===== config.mk =====
export PLATFORM = sky130hd
export DESIGN_NAME = sobel_frame_ctrl
export DESIGN_NICKNAME = d
export VERILOG_FILES = /design/src/rtl/sobel_frame_ctrl.sv
export SDC_FILE = /design/constraint.sdc
export NUM_CORES = 1
export LEC_CHECK = 0
export ABC_AREA = 1
export BUFFER_PORTS_ARGS = -buffer_cell sky130_fd_sc_hd__buf_2
export CORE_MARGIN = 1.5
export CORE_UTILIZATION = 55
export CTS_BUF_LIST = sky130_fd_sc_hd__clkbuf_4
export DETAILED_ROUTE_END_ITERATION = 8
export PLACE_DENSITY_LB_ADDON = 0.1
export REMOVE_ABC_BUFFERS = 1
export SETUP_SLACK_MARGIN = 0.15
export SYNTH_ARGS = -nofsm -noshare
export SYNTH_HDL_FRONTEND = slang
export SYNTH_SLANG_ARGS = --single-unit

===== constraint.sdc =====
create_clock -name pixel_clk -period 1.95 [get_ports pixel_clk]
set_input_delay 0.39 -clock pixel_clk [delete_from_list [all_inputs] [get_ports pixel_clk]]
set_output_delay 0.39 -clock pixel_clk [all_outputs]
set_load 0.02 [all_outputs]

===== src/rtl/sobel_frame_ctrl.sv =====
// Frame-synchronous configuration scheduler for the Sobel pipeline: shadows CPU config
// requests, applies them at input start-of-frame, and gates output valid while old frames drain.
module sobel_frame_ctrl #(
    parameter int IMG_WIDTH  = 640,
    parameter int IMG_HEIGHT = 480,
    parameter int TIMEOUT    = 1048576
) (
    input  logic        pixel_clk,
    input  logic        rst,
    input  logic        cfg_update,
    input  logic        cfg_enable,
    input  logic        cfg_edge_select,
    input  logic [7:0]  cfg_threshold,
    input  logic [1:0]  cfg_kernel,
    input  logic        s_axis_tvalid,
    input  logic        s_axis_tuser,
    input  logic        m_axis_tvalid,
    input  logic        m_axis_tuser,
    input  logic        m_axis_tlast,
    output logic        enable,
    output logic        edge_select,
    output logic [7:0]  threshold,
    output logic [1:0]  kernel,
    output logic        g_axis_tvalid,
    output logic        g_axis_tuser,
    output logic        g_axis_tlast,
    output logic        cfg_busy,
    output logic        cfg_applied,
    output logic        drain_timeout,
    output logic [15:0] frame_cnt,
    output logic [1:0]  dbg_state
);
    localparam int CW = $clog2(TIMEOUT + 1);
    localparam logic [CW-1:0] DRAIN_LAST = CW'(TIMEOUT - 1);

    // Frame geometry is informational only; reject nonsensical values at elaboration.
    if (IMG_WIDTH < 1 || IMG_HEIGHT < 1) begin : g_bad_geometry
        $error("sobel_frame_ctrl: IMG_WIDTH and IMG_HEIGHT must be positive");
    end

    typedef enum logic [1:0] {
        S_IDLE    = 2'd0,
        S_PENDING = 2'd1,
        S_DRAIN   = 2'd2
    } state_t;

    state_t          r_state;
    state_t          w_next;
    logic            r_enable, r_edge_select, r_applied, r_timeout, r_pend;
    logic [7:0]      r_threshold;
    logic [1:0]      r_kernel;
    logic            r_sh_enable, r_sh_edge_select;
    logic [7:0]      r_sh_threshold;
    logic [1:0]      r_sh_kernel;
    logic [15:0]     r_frame_cnt;
    logic [CW-1:0]   r_drain_cnt;

    logic            w_isof, w_osof, w_open;
    logic [1:0]      w_cap_kernel;
    logic            w_load_shadow, w_apply, w_bypass, w_set_pend, w_exit, w_timeout;

    assign w_isof       = s_axis_tvalid & s_axis_tuser;
    assign w_osof       = m_axis_tvalid & m_axis_tuser;
    assign w_cap_kernel = (cfg_kernel == 2'b11) ? 2'b00 : cfg_kernel;

    always_comb begin
        w_next        = r_state;
        w_load_shadow = 1'b0;
        w_apply       = 1'b0;
        w_bypass      = 1'b0;
        w_set_pend    = 1'b0;
        w_exit        = 1'b0;
        w_timeout     = 1'b0;
        case (r_state)
            S_IDLE: begin
                if (cfg_update) begin
                    w_load_shadow = 1'b1;
                    w_next        = S_PENDING;
                end
            end
            S_PENDING: begin
                if (w_isof) begin
                    w_apply  = 1'b1;
                    w_bypass = cfg_update;
                    w_next   = S_DRAIN;
                end else if (cfg_update) begin
                    w_load_shadow = 1'b1;
                end
            end
            S_DRAIN: begin
                if (cfg_update) begin
                    w_load_shadow = 1'b1;
                    w_set_pend    = 1'b1;
                end
                // A first new-config frame emerging takes priority over the timeout.
                if (w_osof) begin
                    w_exit = 1'b1;
                end else if (r_drain_cnt == DRAIN_LAST) begin
                    w_exit    = 1'b1;
                    w_timeout = 1'b1;
                end
                if (w_exit) begin
                    w_next = (r_pend | cfg_update) ? S_PENDING : S_IDLE;
                end
            end
            default: w_next = S_IDLE;
        endcase
    end

    always_ff @(posedge pixel_clk) begin
        if (rst) begin
            r_state          <= S_IDLE;
            r_enable         <= 1'b0;
            r_edge_select    <= 1'b0;
            r_threshold      <= 8'h00;
            r_kernel         <= 2'b00;
            r_sh_enable      <= 1'b0;
            r_sh_edge_select <= 1'b0;
            r_sh_threshold   <= 8'h00;
            r_sh_kernel      <= 2'b00;
            r_pend           <= 1'b0;
            r_applied        <= 1'b0;
            r_timeout        <= 1'b0;
            r_frame_cnt      <= 16'h0000;
            r_drain_cnt      <= '0;
        end else begin
            r_state     <= w_next;
            r_applied   <= w_apply;
            r_frame_cnt <= r_frame_cnt + {15'd0, w_isof};
            if (w_load_shadow) begin
                r_sh_enable      <= cfg_enable;
                r_sh_edge_select <= cfg_edge_select;
                r_sh_threshold   <= cfg_threshold;
                r_sh_kernel      <= w_cap_kernel;
            end
            if (w_apply) begin
                r_enable      <= w_bypass ? cfg_enable      : r_sh_enable;
                r_edge_select <= w_bypass ? cfg_edge_select : r_sh_edge_select;
                r_threshold   <= w_bypass ? cfg_threshold   : r_sh_threshold;
                r_kernel      <= w_bypass ? w_cap_kernel    : r_sh_kernel;
                r_drain_cnt   <= '0;
            end else if (r_state == S_DRAIN) begin
                r_drain_cnt <= r_drain_cnt + 1'b1;
            end
            if (w_exit) begin
                r_pend <= 1'b0;
            end else if (w_set_pend) begin
                r_pend <= 1'b1;
            end
            if (w_timeout) begin
                r_timeout <= 1'b1;
            end else if (cfg_update) begin
                r_timeout <= 1'b0;
            end
        end
    end

    assign w_open        = (r_state != S_DRAIN) | w_osof;
    assign g_axis_tvalid = m_axis_tvalid & w_open;
    assign g_axis_tuser  = m_axis_tuser & w_open;
    assign g_axis_tlast  = m_axis_tlast & w_open;

    assign enable        = r_enable;
    assign edge_select   = r_edge_select;
    assign threshold     = r_threshold;
    assign kernel        = r_kernel;
    assign cfg_busy      = (r_state != S_IDLE);
    assign cfg_applied   = r_applied;
    assign drain_timeout = r_timeout;
    assign frame_cnt     = r_frame_cnt;
    assign dbg_state     = r_state;
endmodule

==> flow_metrics.env, run 1 <==
export IMPL_grt_overflow_total=0
export IMPL_holdCritPathClass="in -> reg"
export IMPL_top_layer="met4"
export IMPL_hold_slack_ns=0.252
export IMPL_synth_area_um2=2950
export IMPL_hpwl_um=4770
export IMPL_setup_viol=0
export IMPL_crit_slowest_cell="dfxtp_4"
export IMPL_endpoint_kind="output pin"
export IMPL_cts_made_buffers=9
export IMPL_coreArea_um2=5140
export IMPL_maxSlewHeadroom=0.676
export IMPL_register_area_um2=1330
export IMPL_worst_pin_slew_ns=0.485
export IMPL_antenna_found_initial=0
export IMPL_cts_num_sinks=66
export IMPL_cp_buffers_inverters=2
export IMPL_grt_pass1_vias=2589
export IMPL_dieArea_um2=5810
export IMPL_cts_tree="done"
export IMPL_worstPathArrival_ns=1.34
export IMPL_clkTransAtPathRegs_ns=0.12
export IMPL_multi_input_area_um2=1410
export IMPL_instances_no_fill=571
export IMPL_initial_utilization=0.574
export IMPL_grt_pass1_wl_um=11200
export IMPL_worstSetupPathType="reg -> out"
export IMPL_cp_required_ns=1.56
export IMPL_fillers=482
export IMPL_ys_seq_area_frac=0.448
export IMPL_dp_cells=553
export IMPL_post_route_period_util=0.887
export IMPL_area_growth_pct=20.7
export IMPL_vdd_drop_max_mv=0.553
export IMPL_drt_initial_drc_count=134
export IMPL_die_width_um=76.3
export IMPL_run_status="complete, no violations"
export IMPL_wl_met2_um=3260
export IMPL_clockBufferDepth=2
export IMPL_synth_seq_cells=66
export IMPL_grt_usage=0.237
export IMPL_rrSetupSlack_ns=0.32
export IMPL_ys_warn_count=0
export IMPL_root_buffer="clkbuf_4"
export IMPL_routed_wl_um=6700
export IMPL_avgRoutedWirePerCell_um=11.7
export IMPL_cp_top_family="flip-flops"
export IMPL_vias=2864
export IMPL_cellLeakagePower_nw=1.53
export IMPL_place_congestion=0.825
export IMPL_htreeDepth=3
export IMPL_fin_skew_ns=0.0130
export IMPL_clock_latency_ns=0.39
export IMPL_placementRows=26
export IMPL_rsz0062_at_grt="true"
export IMPL_final_max_slew_violation_count=0
export IMPL_drive_gt1_frac=0.200
export IMPL_crit_chain="inv_4 > nand2_1 > a21oi_2 > nor2_1 > buf_2"
export IMPL_hold_viol_final=0
export IMPL_ant_nets=0
export IMPL_grt_max_degree=21
export IMPL_vias_per_cell=5.02
export IMPL_maxCapViolCount=0
export IMPL_antenna_cells=0
export IMPL_max_freq_mhz=578
export IMPL_nets=519
export IMPL_worst_setup_path_start_kind="register"
export IMPL_tns_ns=0
export IMPL_crit_fanout=5
export IMPL_die_h_um=76.3
export IMPL_synthCells=428
export IMPL_portBuffers=55
export IMPL_period_minus_slack_ns=1.73
export IMPL_firstDrtPassIters=6
export IMPL_wl_met3_um=240
export IMPL_avgSynthCellArea_um2=6.90
export IMPL_slowest_delay_ns=0.39
export IMPL_powerDensity_nw_per_um2=776
export IMPL_ios=56
export IMPL_post_route_drc_count=0
export IMPL_hold_buffers=0
export IMPL_wl_met1_um=3120
export IMPL_ys_types=26
## report_power, final
part / internal (W) / total (W) / switching [W] / leakage, nW
Combinational: 0.0000654 / 0.000185 / 0.000119 / 0.896
Sequential: 0.00138 / 0.00140 / 0.0000188 / 0.536
Clock: 0.000668 / 0.00118 / 0.000513 / 0.0932
## cell families (layout without fill, tap and decap cells)
| logic type | after synthesis | count (layout) | synth area share |
|---|---|---|---|
| AO/OA/AOI/OAI | 79 | 79 | 0.136 |
| XOR/XNOR | 5 | 5 | 0.0148 |
| adder cells (fa/ha/maj) | 3 | 3 | 0.0127 |
| buffers and inverters | 58 | 131 | 0.0763 |
| flip-flops | 66 | 66 | 0.448 |
| AND/OR/NAND/NOR | 217 | 217 | 0.313 |
## worst min-delay path: cells and delay by family
kind,cells,cell delay [ns]
buf+inv,1,0.08
compound gates,1,0.07
simple gates,1,0.07
## state kept, by name (all words and copies together) (netlist names)
name,cells
r_drain_cnt,21
frame_cnt,16
r_sh_threshold,8
threshold,8
dbg_state,2
kernel,2
r_sh_kernel,2
cfg_applied,1
drain_timeout,1
edge_select,1
enable,1
r_pend,1
r_sh_edge_select,1
r_sh_enable,1
## area by class of cell
cell class | instances | share of cell area
multi-input cells | 304 | 0.396
clock inverters | 6 | 0.0320
inverters | 48 | 0.0513
clock buffers | 10 | 0.0211
repair buffers | 67 | 0.103
well taps | 70 | 0.0246
flip-flops and latches | 66 | 0.372
## Yosys cell counts (all sizes together)
library cell | count | share of area
o21a | 1 | 0.0025
nor3 | 4 | 0.0085
xnor2 | 1 | 0.0030
and3 | 1 | 0.0021
a31oi | 1 | 0.0021
a21oi | 28 | 0.047
xor2 | 4 | 0.012
o22ai | 1 | 0.0021
nand3b | 2 | 0.0051
inv | 48 | 0.061
dfxtp | 66 | 0.45
nor2 | 85 | 0.12
nand4 | 9 | 0.019
or2 | 4 | 0.0085
ha | 3 | 0.013
buf | 6 | 0.010
clkbuf | 4 | 0.0051
nand3 | 23 | 0.041
nand2 | 89 | 0.11
o21ai | 48 | 0.081
## final timing paths
check | startpoint | to | cells past startpoint
max | dbg_state[0]$_SDFFE_PP0P_ | g_axis_tuser | 5
min | cfg_threshold[5] | r_sh_threshold[5]$_SDFFE_PP0P_ | 3
max reg2reg | frame_cnt[0]$_SDFF_PP0_ | frame_cnt[12]$_SDFF_PP0_ | 9
min reg2reg | enable$_SDFFE_PP0P_ | enable$_SDFFE_PP0P_ | 2
## per-stage QoR
| step | setup WS [ns] | total power [W] | area (um2) | util |
|---|---|---|---|---|
| floorplan | 0.190 | 0.00153 | 2910 | - |
| global placement | 0.110 | 0.00161 | 3340 | 0.651 |
| detailed placement | 0.0716 | 0.00161 | 3340 | 0.651 |
| CTS | 0.164 | 0.00278 | 3550 | 0.690 |
| global route | 0.141 | 0.00287 | 3560 | 0.693 |
| finish | 0.220 | 0.00276 | 3560 | 0.693 |
## routing by layer
layer | up-vias | global-route usage
met5 | - | 0
met4 | 0 | 0.100
met3 | 6 | 0.0335
li1 | 1505 | -
met1 | 1296 | 0.294
met2 | 57 | 0.410
## cells in the final DEF (no fill, tap or decap), types with 2 or more instances in the layout
| master | netlist | final |
|---|---|---|
| a21oi_1 | 28 | 27 |
| buf_2 | 6 | 55 |
| buf_4 | 0 | 12 |
| bufinv_16 | 0 | 3 |
| clkbuf_4 | 0 | 10 |
| clkinvlp_4 | 0 | 2 |
| dfxtp_1 | 66 | 64 |
| ha_1 | 3 | 3 |
| inv_1 | 46 | 46 |
| nand2_1 | 89 | 89 |
| nand3_1 | 22 | 22 |
| nand3b_1 | 2 | 2 |
| nand4_1 | 9 | 9 |
| nor2_1 | 80 | 79 |
| nor2_2 | 3 | 4 |
| nor2_4 | 2 | 2 |
| nor3_1 | 3 | 3 |
| o21ai_0 | 38 | 38 |
| o21ai_1 | 10 | 10 |
| or2_2 | 4 | 4 |
| xor2_1 | 4 | 4 |
## timing repair
action,4_1_cts,5_1_grt
setup endpoints to repair,3,4
pin swaps,0,0
resized for setup,2,4
buffers inserted,1,1
No activity file was read; power rests on OpenSTA's default activity.
==> run 2, diff against run 1 <==
Settings changed: RECOVER_POWER set to 100.
==> run 2 against run 1 <==
Net effect:
- combinational power is 4% lower
- wire length up 0.12%
- fmax down 4.0%
- sequential share of layout area rose by 0.58 points
- die area is the same
- clock-buffer cell count did not move
- cell count did not move
- setup slack worse by 0.072 ns
- critical path type unchanged
- largest cell class unchanged
==> flow_metrics.env, run 2 (synthesized netlist as in run 1, its figures left out) <==
export IMPL_worstSetupPathType="reg -> out"
export IMPL_drive_gt1_frac=0.118
export IMPL_clkTransAtPathRegs_ns=0.12
export IMPL_maxSlewHeadroom=0.676
export IMPL_ant_nets=0
export IMPL_wl_met2_um=3260
export IMPL_grt_max_degree=21
export IMPL_endpoint_kind="output pin"
export IMPL_htreeDepth=3
export IMPL_vdd_drop_max_mv=0.550
export IMPL_worstPathArrival_ns=1.41
export IMPL_worst_pin_slew_ns=0.485
export IMPL_cts_made_buffers=9
export IMPL_hold_buffers=0
export IMPL_cp_required_ns=1.56
export IMPL_hold_viol_final=0
export IMPL_portBuffers=55
export IMPL_post_route_drc_count=0
export IMPL_top_register="r_drain_cnt"
export IMPL_largest_reg_flops=21
export IMPL_holdCritPathClass="in -> reg"
export IMPL_mostFrequentLayoutCell="nand2_1"
export IMPL_place_congestion=0.825
export IMPL_cp_buffers_inverters=2
export IMPL_dieArea_um2=5810
export IMPL_ios=56
export IMPL_slowest_delay_ns=0.51
export IMPL_grt_pass1_wl_um=11200
export IMPL_cts_tree="done"
export IMPL_avgRoutedWirePerCell_um=11.8
export IMPL_r2r_cells=7
export IMPL_placementRows=26
export IMPL_grt_pass1_vias=2589
export IMPL_crit_cells=5
export IMPL_fillers=512
export IMPL_initial_utilization=0.574
export IMPL_coreArea_um2=5140
export IMPL_final_max_slew_violation_count=0
export IMPL_clock_latency_ns=0.40
export IMPL_crit_chain="inv_4 > nand2_1 > a21oi_2 > nor2_1 > buf_2"
export IMPL_tns_ns=0
export IMPL_cp_top_family="flip-flops"
export IMPL_die_h_um=76.3
export IMPL_crit_fanout=5
export IMPL_nets=519
export IMPL_wl_met3_um=218
export IMPL_cts_num_sinks=66
export IMPL_antenna_cells=0
export IMPL_total_power_w=0.00276
export IMPL_final_cell_mix="nand2_1, nor2_1, dfxtp_1"
export IMPL_cellLeakagePower_nw=1.37
export IMPL_run_status="complete, no violations"
export IMPL_post_route_period_util=0.924
export IMPL_max_freq_mhz=555
export IMPL_maxCapViolCount=0
export IMPL_area_growth_pct=18.4
export IMPL_worst_setup_path_start_kind="register"
export IMPL_top_layer="met4"
export IMPL_min_path_cells=3
export IMPL_rsz0062_at_grt="true"
export IMPL_drt_initial_drc_count=164
export IMPL_antenna_found_initial=0
export IMPL_grt_usage=0.237
export IMPL_vias=2892
export IMPL_grt_overflow_total=0
export IMPL_clockBufferDepth=2
export IMPL_crit_slowest_cell="dfxtp_1"
export IMPL_die_width_um=76.3
export IMPL_routed_wl_um=6710
export IMPL_wl_met1_um=3120
export IMPL_period_minus_slack_ns=1.80
export IMPL_setup_viol=0
export IMPL_vias_per_cell=5.06
export IMPL_fin_skew_ns=0.0136
export IMPL_hpwl_um=4770
export IMPL_powerDensity_nw_per_um2=791
export IMPL_firstDrtPassIters=5
export IMPL_root_buffer="clkbuf_4"
run 2: timing repair:
action	4_1_cts	5_1_grt
pin swaps	0	0
resized for setup	2	4
endpoints found under the setup margin	3	4
buffers inserted	1	1
run 2: final timing paths:
kind / slack, ns / start / endpoint
min reg2reg: 0.47 / enable$_SDFFE_PP0P_ / enable$_SDFFE_PP0P_
max reg2reg: 0.22 / dbg_state[0]$_SDFFE_PP0P_ / kernel[1]$_SDFFE_PP0P_
max: 0.15 / dbg_state[0]$_SDFFE_PP0P_ / g_axis_tuser
min: 0.24 / cfg_threshold[5] / r_sh_threshold[5]$_SDFFE_PP0P_
run 2: report_power, final:
part           switching (W)  internal, W
combinational       0.000119    0.0000585
clock               0.000521     0.000668
sequential         0.0000193      0.00138
run 2: cell type report:
type	count	area, um2	area share
Tap cell	70	87.6	0.0251
Inverter	48	183	0.0523
Timing Repair Buffer	67	313	0.0895
Clock inverter	6	114	0.0326
Clock buffer	10	75.1	0.0215
Multi-Input combinational cell	304	1400	0.401
Sequential cell	66	1320	0.378
run 2: metal layers:
| metal | track usage | vias up |
|---|---|---|
| met5 | 0 | - |
| met4 | 0.100 | 0 |
| met3 | 0.0335 | 10 |
| met2 | 0.410 | 61 |
| met1 | 0.294 | 1312 |
| li1 | - | 1509 |
run 2: tightest hold or removal path: stages:
cell and delay, ns:
buf_2 0.08, o21ai_0 0.07, nor2_1 0.07
run 2: through the flow:
stage | instance area (um2) | hold slack (ns) | utilization | instances | setup slack, ns
finish | 3490 | 0.241 | 0.680 | 571 | 0.149
global route | 3490 | 0.243 | 0.680 | 571 | 0.0785
CTS | 3550 | 0.230 | 0.690 | 570 | 0.164
detailed placement | 3340 | 0.444 | 0.651 | 553 | 0.0716
global placement | 3340 | 0.438 | 0.651 | 553 | 0.110
floorplan | 2910 | 0.450 | - | 418 | 0.190
